==> src/rtl/fetch_sequencer.sv <==
// fetch_sequencer
//   Controls the IF stage of the 5-stage core. It merges three stall and redirect
//   sources into freeze / branch_taken / branch_address: ID hazard stalls,
//   EXE-resolved branches and data-memory wait states. It also drives the
//   pipeline flush and stall_all controls, keeps saturating performance counters,
//   and runs a watchdog that counts consecutive hazard stalls.
//
//   state | meaning
//   ------+---------------------------------------------------------------
//   RUN   | normal fetch; hazard_detected_i may freeze the PC
//   MEM_W | data memory busy, whole pipeline held; a branch may be pending
//   REDIR | redirect issued, bubbles flushed for FLUSH_CYCLES cycles
//
// Ports
//   clk_i, rst_i                   clock, synchronous active-high reset
//   hazard_detected_i              ID-stage data hazard
//   exe_branch_req_i/addr_i        taken branch resolved in EXE and its target
//   mem_busy_i                     data memory wait state
//   perf_clr_i                     clears the counters and stall_timeout_o
//   freeze_o, branch_taken_o,      IF-stage controls
//   branch_address_o
//   flush_o, stall_all_o           pipeline bubble and hold controls
//   state_o                        0 RUN, 1 MEM_WAIT, 2 REDIRECT
//   stall_count_o, branch_count_o  saturating event counters
//   stall_timeout_o                sticky hazard watchdog flag
module fetch_sequencer #(
    parameter int ADDR_W       = 32,
    parameter int FLUSH_CYCLES = 1,
    parameter int STALL_LIMIT  = 255,
    parameter int CNT_W        = 16
) (
    input  logic              clk_i,
    input  logic              rst_i,
    input  logic              hazard_detected_i,
    input  logic              exe_branch_req_i,
    input  logic [ADDR_W-1:0] exe_branch_addr_i,
    input  logic              mem_busy_i,
    input  logic              perf_clr_i,
    output logic              freeze_o,
    output logic              branch_taken_o,
    output logic [ADDR_W-1:0] branch_address_o,
    output logic              flush_o,
    output logic              stall_all_o,
    output logic [1:0]        state_o,
    output logic [CNT_W-1:0]  stall_count_o,
    output logic [CNT_W-1:0]  branch_count_o,
    output logic              stall_timeout_o
);

    localparam logic [1:0] RUN      = 2'd0;
    localparam logic [1:0] MEM_WAIT = 2'd1;
    localparam logic [1:0] REDIRECT = 2'd2;

    localparam int         WD_W     = $clog2(STALL_LIMIT + 1);
    localparam logic [3:0] FLUSH_LD = 4'(FLUSH_CYCLES);

    logic [1:0]        state_q, state_d;
    logic              pend_v_q, pend_v_d;
    logic [ADDR_W-1:0] pend_a_q, pend_a_d;
    logic [3:0]        fcnt_q, fcnt_d;
    logic [WD_W-1:0]   wd_q, wd_d;
    logic              to_q, to_d;
    logic [CNT_W-1:0]  sc_q, sc_d, bc_q, bc_d;

    logic              run_eval;   // evaluate the cycle with RUN rules
    logic              go;         // issue a redirect this cycle
    logic [ADDR_W-1:0] go_addr;
    logic              hz_frz;     // freeze caused by the hazard alone

    always_comb begin
        freeze_o         = 1'b0;
        branch_taken_o   = 1'b0;
        branch_address_o = '0;
        flush_o          = 1'b0;
        stall_all_o      = 1'b0;
        state_d          = state_q;
        pend_v_d         = pend_v_q;
        pend_a_d         = pend_a_q;
        fcnt_d           = fcnt_q;
        run_eval         = 1'b0;
        go               = 1'b0;
        go_addr          = '0;
        hz_frz           = 1'b0;

        case (state_q)
            MEM_WAIT: begin
                if (mem_busy_i) begin
                    freeze_o    = 1'b1;
                    stall_all_o = 1'b1;
                    if (exe_branch_req_i) begin
                        pend_v_d = 1'b1;
                        pend_a_d = exe_branch_addr_i;
                    end
                end else if (pend_v_q) begin
                    go       = 1'b1;
                    go_addr  = pend_a_q;
                    pend_v_d = 1'b0;
                end else begin
                    run_eval = 1'b1;
                end
            end
            REDIRECT: begin
                if (mem_busy_i) begin
                    // Hold the flush window; keep any branch for when memory frees up.
                    freeze_o    = 1'b1;
                    stall_all_o = 1'b1;
                    if (exe_branch_req_i) begin
                        pend_v_d = 1'b1;
                        pend_a_d = exe_branch_addr_i;
                    end
                end else if (exe_branch_req_i) begin
                    go       = 1'b1;
                    go_addr  = exe_branch_addr_i;
                    pend_v_d = 1'b0;
                end else if (pend_v_q) begin
                    go       = 1'b1;
                    go_addr  = pend_a_q;
                    pend_v_d = 1'b0;
                end else begin
                    flush_o = 1'b1;
                    fcnt_d  = fcnt_q - 4'd1;
                    if (fcnt_q <= 4'd1) begin
                        state_d = RUN;
                        fcnt_d  = '0;
                    end
                end
            end
            default: begin
                state_d  = RUN;
                run_eval = 1'b1;
            end
        endcase

        if (run_eval) begin
            if (mem_busy_i) begin
                freeze_o    = 1'b1;
                stall_all_o = 1'b1;
                state_d     = MEM_WAIT;
                if (exe_branch_req_i) begin
                    pend_v_d = 1'b1;
                    pend_a_d = exe_branch_addr_i;
                end
            end else if (exe_branch_req_i) begin
                go      = 1'b1;
                go_addr = exe_branch_addr_i;
            end else begin
                freeze_o = hazard_detected_i;
                hz_frz   = hazard_detected_i;
            end
        end

        if (go) begin
            branch_taken_o   = 1'b1;
            flush_o          = 1'b1;
            branch_address_o = go_addr;
            state_d          = (FLUSH_CYCLES == 0) ? RUN : REDIRECT;
            fcnt_d           = FLUSH_LD;
        end

        if (rst_i) begin
            freeze_o         = 1'b0;
            branch_taken_o   = 1'b0;
            branch_address_o = '0;
            flush_o          = 1'b0;
            stall_all_o      = 1'b0;
            hz_frz           = 1'b0;
        end
    end

    always_comb begin
        wd_d = '0;
        to_d = to_q;
        sc_d = sc_q;
        bc_d = bc_q;
        if (hz_frz) begin
            wd_d = wd_q;
            if (wd_q != WD_W'(STALL_LIMIT)) wd_d = wd_q + WD_W'(1);
            if (wd_q >= WD_W'(STALL_LIMIT - 1)) to_d = 1'b1;
        end
        if (freeze_o && sc_q != '1) sc_d = sc_q + CNT_W'(1);
        if (branch_taken_o && bc_q != '1) bc_d = bc_q + CNT_W'(1);
        if (perf_clr_i) begin
            wd_d = '0;
            to_d = 1'b0;
            sc_d = '0;
            bc_d = '0;
        end
    end

    always_ff @(posedge clk_i) begin
        if (rst_i) begin
            state_q  <= RUN;
            pend_v_q <= 1'b0;
            pend_a_q <= '0;
            fcnt_q   <= '0;
            wd_q     <= '0;
            to_q     <= 1'b0;
            sc_q     <= '0;
            bc_q     <= '0;
        end else begin
            state_q  <= state_d;
            pend_v_q <= pend_v_d;
            pend_a_q <= pend_a_d;
            fcnt_q   <= fcnt_d;
            wd_q     <= wd_d;
            to_q     <= to_d;
            sc_q     <= sc_d;
            bc_q     <= bc_d;
        end
    end

    assign state_o         = state_q;
    assign stall_count_o   = sc_q;
    assign branch_count_o  = bc_q;
    assign stall_timeout_o = to_q;

endmodule
==> config.mk <==
export PLATFORM = sky130hd
export DESIGN_NAME = fetch_sequencer
export DESIGN_NICKNAME = d
export VERILOG_FILES = /design/src/rtl/fetch_sequencer.sv
export SDC_FILE = /design/constraint.sdc
export NUM_CORES = 1
export LEC_CHECK = 0
export ABC_AREA = 1
export CELL_PAD_IN_SITES_DETAIL_PLACEMENT = 1
export CELL_PAD_IN_SITES_GLOBAL_PLACEMENT = 1
export CORE_ASPECT_RATIO = 0.8
export CORE_MARGIN = 2
export CORE_UTILIZATION = 32
export CTS_BUF_LIST = sky130_fd_sc_hd__clkbuf_8 sky130_fd_sc_hd__clkbuf_16
export DETAILED_ROUTE_END_ITERATION = 10
export GPL_TIMING_DRIVEN = 0
export PLACE_DENSITY = 0.79
export SLEW_MARGIN = 20
export SYNTH_ARGS = -nofsm -noshare
export SYNTH_HDL_FRONTEND = slang
export SYNTH_SLANG_ARGS = --single-unit
export TNS_END_PERCENT = 30
==> constraint.sdc <==
create_clock -name clk_i -period 2.07 [get_ports clk_i]
set_clock_uncertainty 0.1 [all_clocks]
set_input_delay 0.414 -clock clk_i [delete_from_list [all_inputs] [get_ports clk_i]]
set_output_delay 0.414 -clock clk_i [all_outputs]
set_load 0.1 [all_outputs]
==> impl_metrics.yaml <==
finish:
  instances_no_fill: 1139
  drive_gt1_share_pct: 32.51
  final_common_cell: "nand2_1"
  fin_nets: 970
  diodes: 0
  post-route-cell-area_um2: 8503
  seq_area_um2: 1614
  final_util_pct: 56.07
  area_growth_pct: 69.65
  final_cell_mix: "130 x nand2_1, 117 x nor2_1, 74 x dfxtp_1"
  multi_input_area_um2: 3958
  nFillCells: 1791
worst_setup_path:
  rr_worst_depth: 12
  crit_top_cell: "nand2_4"
  endpoint_kind: "output port"
  crit_path_start_kind: "flip-flop"
  arrival_ns: 2.16
  cp.depth: 8
  crit_required_ns: 1.56
  cpPeakStageDelay_ns: 0.46
  cp_num_buf_inv: 3
  path_cells: "inv_2 -> nand2_1 -> nand2_4 -> buf_4 -> o22ai_1 -> nand2_4 -> a21oi_4 -> buf_12"
  crit_path_top_delay_cell: "dfxtp_1"
  critPathMaxFanout: 10
  path_delay_family: "buffers and inverters"
  crit_type: "flip-flop to output port"
pwr:
  vdd_drop_max_mv: 0.4343
  p_leak_nw: 3.067
  powerDensity_nw_per_um2: 578.4
  switching_power_mw: 1.698
  clockPowerShare_pct: 36.1
  report.power.total_mw: 4.919
  seqPwrFrac_pct: 34.3
  cell_internal_pwr_mw: 3.221
  power_switching_share_pct: 34.52
  combPwrFrac_pct: 29.7
floorplan:
  die_w_um: 143.9
  dieHeight_um: 115.9
  die_area_um2: 16690
  start_util_pct: 33.05
  core-area_um2: 15160
  io_pins: 109
  num_rows: 40
cts:
  clk_path_buf_depth: 2
  clockRootBuffer: "clkbuf_16"
  clk_pin_slew_ns: 0.06
  postCtsHoldBufs: 0
  clkSinkCount: 80
  cts_buffers: 9
  clock_latency_ns: 0.35
  cts_max_level: 3
  cts_tree: "done"
global_routing:
  use_met1_pct: 33.82
  gr-max-usage-layer: "met2"
  use_met2_pct: 39.90
  antenna_found_initial: 0
  grt_pass1_vias: 6104
  track_usage_pct: 24.35
  grt_max_degree: 14
  grt_pass1_wl_mm: 32.04
  grt_use_met3_pct: 3.843
  overflow: 0
placement:
  placed_cell_area_um2: 7033
  dp.cells: 1103
  dp_hpwl_mm: 13.53
  portBuffers: 106
  place_congestion: 0.8131
  place_ws_ns: -1.895
sta:
  tightestPinTransition_ns: 0.9028
  hold_slack_ns: 0.3840
  rsz0062_at_grt: "true"
  slew_headroom_pct: 39.81
  tns_ns: -18.49
  fmax_ghz: 0.3746
  hold_viol_final: 0
  finalCritPeriodShare_pct: 129.0
  setup_ws_ns: -0.5995
  period_minus_slack_ns: 2.670
  setup_viol: 36
  drv_slew: 0
yosys:
  ys.flop_type: "dfxtp_1"
  synth.avg_cell_area_um2: 6.369
  synthArstFlopShare_pct: 0
  ys_seq_elements: 80
  synth-compound-area-share_pct: 21.69
  synth_area_um2: 5012
  seq_area_frac_synth_pct: 31.95
  muxShareOfSynthArea_pct: 0
  synth_top_family_by_area: "simple AND/OR/NAND/NOR gates"
  syn_inst: 787
  synthAdderAreaFrac_pct: 1.997
  yosys_warnings: 0
  synth_simple_gate_area_share_pct: 32.33
  synth-edff-count: 0
  synth-xor-area-share_pct: 2.446
  synth_fp_nets: 833
  ys_types: 39
route:
  wl_mm: 21.42
  first_pass_iters: 4
  detail_route.vias_per_cell: 5.340
  wire_per_inst_um: 18.80
  drtAntennaViolNets: 0
  drc: 0
  vias: 6082
  drtIter0Drc: 331
job:
  maxCapViolCount: 0
worst_hold_path:
  hold_path.class: "flip-flop to flip-flop"
  holdPathStages: 2
run_status:
  status: "complete, but fails checks"
  violations: "negative setup slack"
-- synth_stat cells, types with 2 or more instances --
master    number  area (um2)
nand3_1       55       275.3
nand2_1      164       615.6
nor3b_1        2       15.01
xor2_1         8       70.07
nand4_1        8       50.05
a211oi_1      32       240.2
buf_2         12       60.06
nor2_1       121       454.2
o21ai_0        9       45.04
dfxtp_1       80        1602
o22ai_1       32       200.2
nand3_2        2       20.02
buf_4          3       22.52
clkbuf_1      24       90.09
inv_2          5       18.77
a31oi_1        3       18.77
buf_1          5       18.77
nand3b_1       4       30.03
inv_1         69       259.0
or2_2          2       12.51
a21oi_2        2       17.52
xnor2_1        6       52.55
nor2_2         2       12.51
nand2_2        4       25.02
nor3_1         9       45.04
ha_1           8       100.1
a21oi_1      104       520.5
-- power by group through the flow --
| stage | clock network (mW) | registers, mW | logic, mW |
|---|---|---|---|
| after detailed placement | 0 | 1.71 | 1.11 |
| after CTS | 1.78 | 1.68 | 1.29 |
| after global placement | 0 | 1.71 | 1.09 |
| after global routing | 1.85 | 1.69 | 1.54 |
| after floorplan | 0 | 1.73 | 0.765 |
| final | 1.77 | 1.68 | 1.46 |
-- worst paths after layout --
kind,startpoint,endpoint,slack [ns]
hold reg to reg,fcnt_q[2],fcnt_q[2],0.38
setup reg to reg,state_o[1],wd_q[7],-0.01
hold / removal,fcnt_q[2],fcnt_q[2],0.38
setup / recovery,pend_v_q,branch_address_o[12],-0.60
-- routing by layer --
layer  share of wire, %  vias up
met4                1.3        0
met1                 47     3007
met3                3.8       22
met5                  0        -
li1                   -     2911
met2                 48      142
-- worst min-delay path, cell delays in order, from the launching register on --
cell     delay (ns)
dfxtp_1        0.32
nand2_1        0.06
a21oi_1        0.05
-- flip-flops by register name, summed over array words and instances, names as in the netlist --
signal           count
branch_count_o      16
fcnt_q               4
stall_count_o       16
wd_q                 8
pend_a_q            32
stall_timeout_o      1
state_o              2
pend_v_q             1
-- what timing repair did --
item | 4_1_cts | 5_1_grt
gates cloned | 4 | 2
buffers inserted | 10 | 4
pin swaps | 32 | 31
setup endpoints to repair | 102 | 83
gates resized for setup | 465 | 90
-- final cells by class --
class | count | area share, %
Clock buffer | 12 | 3.267
Clock inverter | 4 | 0.5739
Multi-Input combinational cell | 588 | 46.54
Tap cell | 210 | 3.090
Inverter | 74 | 3.384
Sequential cell | 80 | 18.98
Buffer | 45 | 4.326
Timing Repair Buffer | 126 | 19.84
-- cell families after synthesis --
kind of cell,Yosys count
flip-flops,80
AND/OR/NAND/NOR,379
XOR/XNOR,14
buffers and inverters,119
adder cells (fa/ha/maj),8
AO/OA/AOI/OAI,187
No activity file was read; power rests on OpenSTA's default activity.
